[src/rtl/rx_clk_pkg.sv]
// Shared definitions for the rx clock lock manager.
//   - State encoding: fixed numeric values, visible on state_o.
//   - clog2_f: counter width helper. Always returns at least 1.
package rx_clk_pkg;

   localparam logic [2:0] ST_RESET_DCM = 3'd0;
   localparam logic [2:0] ST_WAIT_LOCK = 3'd1;
   localparam logic [2:0] ST_STABLE    = 3'd2;
   localparam logic [2:0] ST_RELEASE   = 3'd3;
   localparam logic [2:0] ST_RUN       = 3'd4;
   localparam logic [2:0] ST_FAIL      = 3'd5;

   typedef enum logic [2:0] {
      RESET_DCM = ST_RESET_DCM,
      WAIT_LOCK = ST_WAIT_LOCK,
      STABLE    = ST_STABLE,
      RELEASE   = ST_RELEASE,
      RUN       = ST_RUN,
      FAIL      = ST_FAIL
   } state_t;

   // Bits needed to hold values 0 .. value-1.
   // Never returns 0, so the result is always a legal vector width.
   function automatic int clog2_f(input int value);
      int width;
      width = 1;
      while ((1 << width) < value) width++;
      return width;
   endfunction

endpackage

[src/rtl/rx_sync_bit.sv]
// Multi-flop synchroniser for a single asynchronous level.
// Ports:
//   clk    in   destination clock
//   rst_n  in   asynchronous active-low clear of the whole chain
//   clr    in   synchronous clear: every flop loads 0 on the next edge
//   d      in   asynchronous input level
//   q      out  synchronised level, STAGES edges behind d
module rx_sync_bit #(
   parameter int STAGES = 2
) (
   input  logic clk,
   input  logic rst_n,
   input  logic clr,
   input  logic d,
   output logic q
);

   logic [STAGES-1:0] chain;

   always_ff @(posedge clk or negedge rst_n) begin
      if (!rst_n) begin
         chain <= '0;
      end else if (clr) begin
         chain <= '0;
      end else begin
         chain <= {chain[STAGES-2:0], d};
      end
   end

   assign q = chain[STAGES-1];

endmodule

[src/rtl/rx_clk_lock_mgr.sv]
// Supervises the rx DCM and sequences per-domain resets.
//
// The manager pulses the DCM reset and waits for a stable lock. It then
// releases the downstream domains one at a time. If lock never arrives, or
// is later lost, it retries the DCM. After too many retries it parks in FAIL.
//
// Ports (all outputs registered):
//   rxclk         in   free-running clock (not a DCM output)
//   reset_n       in   asynchronous active-low reset
//   locked_in     in   DCM LOCKED, asynchronous to rxclk
//   restart       in   one-cycle request: full restart, clears retry_cnt/lock_lost
//   dcm_rst       out  DCM reset, high in RESET_DCM and FAIL
//   dom_rst       out  per-domain reset, active high, bit 0 released first
//   all_released  out  high in RUN only
//   state_o       out  current state encoding
//   retry_cnt     out  retries since reset/restart, saturating at MAX_RETRIES
//   lock_lost     out  sticky: lock dropped during RELEASE or RUN
//   fail          out  high in FAIL
module rx_clk_lock_mgr
   import rx_clk_pkg::*;
#(
   parameter int N_DOMAINS     = 2,
   parameter int RST_PULSE     = 3,
   parameter int STABLE_CYCLES = 1024,
   parameter int LOCK_TIMEOUT  = 65535,
   parameter int STAGGER       = 16,
   parameter int MAX_RETRIES   = 7,
   parameter int SYNC_STAGES   = 2,
   localparam int RW           = clog2_f(MAX_RETRIES + 1)
) (
   input  logic                 rxclk,
   input  logic                 reset_n,
   input  logic                 locked_in,
   input  logic                 restart,
   output logic                 dcm_rst,
   output logic [N_DOMAINS-1:0] dom_rst,
   output logic                 all_released,
   output logic [2:0]           state_o,
   output logic [RW-1:0]        retry_cnt,
   output logic                 lock_lost,
   output logic                 fail
);

   // One shared counter measures the DCM reset pulse and then the release stagger.
   localparam int REL_LAST = STAGGER * (N_DOMAINS - 1);
   localparam int CNT_MAX  = (RST_PULSE - 1 > REL_LAST) ? RST_PULSE - 1 : REL_LAST;
   localparam int CW       = clog2_f(CNT_MAX + 1);
   localparam int SW       = clog2_f(STABLE_CYCLES);
   localparam int TW       = clog2_f(LOCK_TIMEOUT);

   localparam logic [CW-1:0] PULSE_END   = CW'(RST_PULSE - 1);
   localparam logic [CW-1:0] REL_END     = CW'(REL_LAST);
   localparam logic [SW-1:0] STABLE_END  = SW'(STABLE_CYCLES - 1);
   localparam logic [TW-1:0] TIMEOUT_END = TW'(LOCK_TIMEOUT - 1);
   localparam logic [RW-1:0] RETRY_MAX   = RW'(MAX_RETRIES);

   state_t               state, state_nx;
   logic [CW-1:0]        cnt, cnt_nx;
   logic [SW-1:0]        scnt, scnt_nx;
   logic [TW-1:0]        tcnt, tcnt_nx;
   logic [RW-1:0]        retry_nx;
   logic                 lost_nx;
   logic                 take_retry;
   logic                 timed_out;
   logic                 lock_s;
   logic                 dcm_rst_nx;
   logic [N_DOMAINS-1:0] dom_rst_nx;

   // The clear uses the next-state value of dcm_rst. This keeps the chain
   // reading 0 in every cycle that dcm_rst is high. It also lets the chain
   // start capturing on the edge that leaves RESET_DCM.
   rx_sync_bit #(
      .STAGES (SYNC_STAGES)
   ) u_lock_sync (
      .clk   (rxclk),
      .rst_n (reset_n),
      .clr   (dcm_rst_nx),
      .d     (locked_in),
      .q     (lock_s)
   );

   always_comb begin
      state_nx   = state;
      cnt_nx     = cnt;
      scnt_nx    = scnt;
      tcnt_nx    = tcnt;
      retry_nx   = retry_cnt;
      lost_nx    = lock_lost;
      take_retry = 1'b0;
      timed_out  = (tcnt == TIMEOUT_END);

      case (state)
         RESET_DCM: begin
            scnt_nx = '0;
            tcnt_nx = '0;
            if (cnt == PULSE_END) begin
               cnt_nx   = '0;
               state_nx = WAIT_LOCK;
            end else begin
               cnt_nx = cnt + 1'b1;
            end
         end
         WAIT_LOCK: begin
            tcnt_nx    = tcnt + 1'b1;
            take_retry = timed_out;
            if (lock_s) state_nx = STABLE;
         end
         STABLE: begin
            tcnt_nx = tcnt + 1'b1;
            if (!lock_s) begin
               scnt_nx    = '0;
               state_nx   = WAIT_LOCK;
               take_retry = timed_out;
            end else if (scnt == STABLE_END) begin
               // Completing on the final allowed cycle still counts as in time.
               scnt_nx  = '0;
               cnt_nx   = '0;
               state_nx = RELEASE;
            end else begin
               scnt_nx    = scnt + 1'b1;
               take_retry = timed_out;
            end
         end
         RELEASE: begin
            if (!lock_s) begin
               lost_nx    = 1'b1;
               take_retry = 1'b1;
            end else if (cnt == REL_END) begin
               cnt_nx   = '0;
               state_nx = RUN;
            end else begin
               cnt_nx = cnt + 1'b1;
            end
         end
         RUN: begin
            if (!lock_s) begin
               lost_nx    = 1'b1;
               take_retry = 1'b1;
            end
         end
         FAIL: begin
            state_nx = FAIL;
         end
         default: begin
            state_nx = RESET_DCM;
         end
      endcase

      if (take_retry) begin
         cnt_nx  = '0;
         scnt_nx = '0;
         tcnt_nx = '0;
         if (retry_cnt < RETRY_MAX) begin
            retry_nx = retry_cnt + 1'b1;
            state_nx = RESET_DCM;
         end else begin
            state_nx = FAIL;
         end
      end

      // A restart overrides any retry or lock-loss decision made this cycle.
      if (restart) begin
         state_nx = RESET_DCM;
         cnt_nx   = '0;
         scnt_nx  = '0;
         tcnt_nx  = '0;
         retry_nx = '0;
         lost_nx  = 1'b0;
      end

      dcm_rst_nx = (state_nx == RESET_DCM) || (state_nx == FAIL);

      // In RELEASE, cnt_nx is the number of cycles already spent in RELEASE.
      // Domain i is released once that count reaches STAGGER*i.
      for (int i = 0; i < N_DOMAINS; i++) begin
         dom_rst_nx[i] = !((state_nx == RUN) ||
                           ((state_nx == RELEASE) && (cnt_nx >= CW'(STAGGER * i))));
      end
   end

   always_ff @(posedge rxclk or negedge reset_n) begin
      if (!reset_n) begin
         state        <= RESET_DCM;
         cnt          <= '0;
         scnt         <= '0;
         tcnt         <= '0;
         retry_cnt    <= '0;
         lock_lost    <= 1'b0;
         dcm_rst      <= 1'b1;
         dom_rst      <= '1;
         all_released <= 1'b0;
         fail         <= 1'b0;
      end else begin
         state        <= state_nx;
         cnt          <= cnt_nx;
         scnt         <= scnt_nx;
         tcnt         <= tcnt_nx;
         retry_cnt    <= retry_nx;
         lock_lost    <= lost_nx;
         dcm_rst      <= dcm_rst_nx;
         dom_rst      <= dom_rst_nx;
         all_released <= (state_nx == RUN);
         fail         <= (state_nx == FAIL);
      end
   end

   assign state_o = state;

endmodule

[config.mk]
export PLATFORM = sky130hd
export DESIGN_NAME = rx_clk_lock_mgr
export DESIGN_NICKNAME = d
export VERILOG_FILES = /design/src/rtl/rx_clk_pkg.sv /design/src/rtl/rx_sync_bit.sv /design/src/rtl/rx_clk_lock_mgr.sv
export SDC_FILE = /design/constraint.sdc
export NUM_CORES = 1
export LEC_CHECK = 0
export ABC_AREA = 1
export BUFFER_PORTS_ARGS = -buffer_cell sky130_fd_sc_hd__buf_4
export CAP_MARGIN = 20
export CORE_ASPECT_RATIO = 1.1
export CORE_MARGIN = 2
export CORE_UTILIZATION = 40
export CTS_CLUSTER_DIAMETER = 40
export DETAILED_ROUTE_END_ITERATION = 16
export GPL_TIMING_DRIVEN = 0
export PLACE_DENSITY_LB_ADDON = 0.05
export SLEW_MARGIN = 40
export SYNTH_ARGS = -nofsm -noshare
export SYNTH_HDL_FRONTEND = slang
export SYNTH_HIERARCHICAL = 1
export SYNTH_SLANG_ARGS = --single-unit
[constraint.sdc]
create_clock -name rxclk -period 2.05 [get_ports rxclk]
set_input_delay 0.3075 -clock rxclk [delete_from_list [all_inputs] [get_ports rxclk]]
set_output_delay 0.3075 -clock rxclk [all_outputs]
set_load 0.02 [all_outputs]
==> results_dict.tcl <==
set metrics [dict create \
    ys_top_cells_by_count "inv_1, dfrtp_1, nand2_1, nand3_1, nor2_1" \
    vias 2127 \
    grt_first_pass_wirelength_um 9710 \
    maxCapViolations 0 \
    synth.most_common_cell "inv_1" \
    final_net_count 356 \
    wl_per_cell_um 12.9 \
    multi_input_area_um2 1400 \
    worst_setup_path_end_kind "flip-flop" \
    layout-drive-gt1-share 0.251 \
    startpoint_type "flip-flop" \
    p_sw_w 0.000693 \
    max_freq_mhz 523 \
    syn_inst 316 \
    ant_nets 0 \
    initial_core_util 0.415 \
    clk_path_buf_depth 2 \
    grt_pass1_vias 2075 \
    htree_levels 2 \
    dieArea_um2 7510 \
    insertion_delay_ns 0.30 \
    finClkSkew_ns 0.00797 \
    syn-cell-area_um2 2730 \
    slew_violations 0 \
    synthAdderAreaFrac 0.0320 \
    synthArstFlopShare 1.00 \
    clock-sinks 45 \
    hold_class "in2async" \
    grt_usage 0.156 \
    dr.pass1.iters 4 \
    synth_top_area_frac 0.384 \
    yosys_register_bits 45 \
    core_um2 6590 \
    antenna_found_initial 0 \
    synth.avg_cell_area_um2 8.65 \
    synth_edf_count 0 \
    cts_tree "yes" \
    finalSetupViolations 0 \
    pin_count 16 \
    leakage_nw 1.39 \
    fin_hold_ws_ns -0.0102 \
    first_iter_violations 71 \
    nFillCells 666 \
    power_frac_seq 0.446 \
    die_h_um 90.7 \
    syn2layout_area_growth_pct 15.6 \
    synthSimpleGateAreaFrac 0.265 \
    grt-ovfl-total 0 \
    fin_crit_sh 0.933 \
    rows 31 \
    die_width_um 82.8 \
    cellPowerDensity_nw_per_um2 688 \
    p_int_w 0.00148 \
    synth.area.mux_share 0 \
    synth-compound-area-share 0.146 \
    root_buffer "clkbuf_8" \
    synth_nets 327 \
    final_util 0.479 \
    yosys-top-cells-area "dfrtp_1, inv_1, nand3_1" \
    clkTransAtPathRegs_ns 0.09 \
    final_hold_viol_count 7 \
    synth_cell_type_count 37 \
    routabilityCongestion 0.759 \
    clkPwrFrac 0.333 \
    status "complete, but fails checks" \
    port_buffers 15 \
    failed_checks "hold timing" \
    worstPathMaxFanout 4 \
    cp.arrival_ns 2.11 \
    place_inst 413 \
    seq_area_um2 1130 \
    vdd.ir_drop.worst_mv 0.313 \
    vias_per_cell 4.97 \
    ys_seq_area_frac 0.413 \
    dpl.hpwl_um 3890 \
    placed_area_um2 2950 \
    crit_required_ns 2.25 \
    synth_top_family_by_area "simple AND/OR/NAND/NOR gates" \
    yosys_warnings 6 \
    rr_worst_depth 14 \
    final_area_um2 3160 \
    synth-xor-area-share 0.0545 \
    synth_area_leader_cell "dfrtp_1" \
    grt_max_degree 46 \
    detail_route.wirelength_um 5540 \
    period_needed_ns 1.91 \
    worst_pin_slew_ns 0.591 \
    diodes 0 \
    slew_headroom 0.606 \
    critPathKind "reg2reg" \
    route.detailed.drc 0 \
    layout.cells.non_filler 428 \
    combPwrFrac 0.221 \
    switching_share 0.319 \
    power_w 0.00217 \
    synth_flop_cell "dfrtp_1" \
    cts_buffers 5 \
]
power groups by stage:
stage	clock network (W)	logic [W]	registers, W
4_1_cts	0.000743	0.000461	0.000971
3_5_place_dp	0	0.000461	0.000989
6_report	0.000724	0.000480	0.000970
2_1_floorplan	0	0.000318	0.000998
5_1_grt	0.000773	0.000544	0.000979
3_3_place_gp	0	0.000461	0.000990
cell type report:
| class | count | share of cell area |
|---|---|---|
| flip-flops and latches | 45 | 0.358 |
| inverters | 55 | 0.0661 |
| plain buffers | 3 | 0.0111 |
| clock inverters | 2 | 0.0119 |
| clock buffers | 6 | 0.0261 |
| multi-input cells | 213 | 0.442 |
| well taps | 82 | 0.0325 |
| repair buffers | 22 | 0.0523 |
routing by layer:
metal,track usage,share of wire,vias up
met2,0.251,0.47,33
met3,0.0320,0.037,5
met1,0.213,0.48,996
met4,0.0423,0.012,0
met5,0,0,-
li1,-,-,1093
state kept, by name, indices dropped and copies added, names as in the netlist:
register,count
all_released,1
cnt,5
dcm_rst,1
dom_rst,2
fail,1
lock_lost,1
retry_cnt,3
scnt,10
state_o,3
tcnt,16
u_lock_sync/chain,2
cell usage in the layout, fill, tap and decap left out, types with 8 or more instances in the layout:
master,Yosys,final
o21ai_0,17,15
nand2_2,5,9
nor3_1,9,9
nand2_1,40,35
o21ai_2,8,8
xor2_1,15,15
dfrtp_1,42,42
nor2_1,30,29
buf_4,0,22
inv_1,49,49
o22ai_2,11,11
nand3_1,36,36
worst max-delay path, stage by stage (launching register included):
cell and delay, ns:
dfrtp_1 0.42, ha_4 0.16, nand2_2 0.07, nor2_4 0.16, nand4_2 0.11, nand2_2 0.11, nand2_4 0.06, nand2_4 0.08
nand2_1 0.10, nand2_2 0.09, nand2_2 0.08, nor2_4 0.14, nand2_2 0.08, nand2_2 0.09, nor2_1 0.05
path summary, 6_finish.rpt:
kind | startpoint | end | slack (ns)
max in group asynchronous | reset_n | tcnt[15] | 1.64
hold / removal | reset_n | scnt[2] | -0.01
setup reg to reg | scnt[0] | u_lock_sync/chain[0] | 0.14
setup / recovery | scnt[0] | u_lock_sync/chain[0] | 0.14
min in group rxclk | restart | lock_lost | 0.16
hold reg to reg | u_lock_sync/chain[0] | u_lock_sync/chain[1] | 0.47
cell families (layout without fill, tap and decap cells):
family	count (synthesis)	in the layout
buffers and inverters	58	88
AND/OR/NAND/NOR	138	138
XOR/XNOR	17	17
adder cells (fa/ha/maj)	7	7
flip-flops	45	45
AO/OA/AOI/OAI	51	51
metrics by stage:
| step | TNS (ns) | hold slack (ns) | worst slack, ns |
|---|---|---|---|
| floorplan | 0 | 0.0119 | 0.297 |
| global placement | 0 | 0.361 | 0.0351 |
| detailed placement | 0 | 0.365 | 0.0213 |
| CTS | 0 | 0.0309 | 0.00228 |
| global route | -0.0620 | 0.0572 | -0.0317 |
| finish | 0 | -0.0102 | 0.137 |
repair_timing:
action / CTS / global route
buffers inserted: 0 / 7
setup endpoints to repair: 0 / 29
resized for setup: 0 / 12
hold buffers: 0 / 0
(Power assumes the default switching activity.)
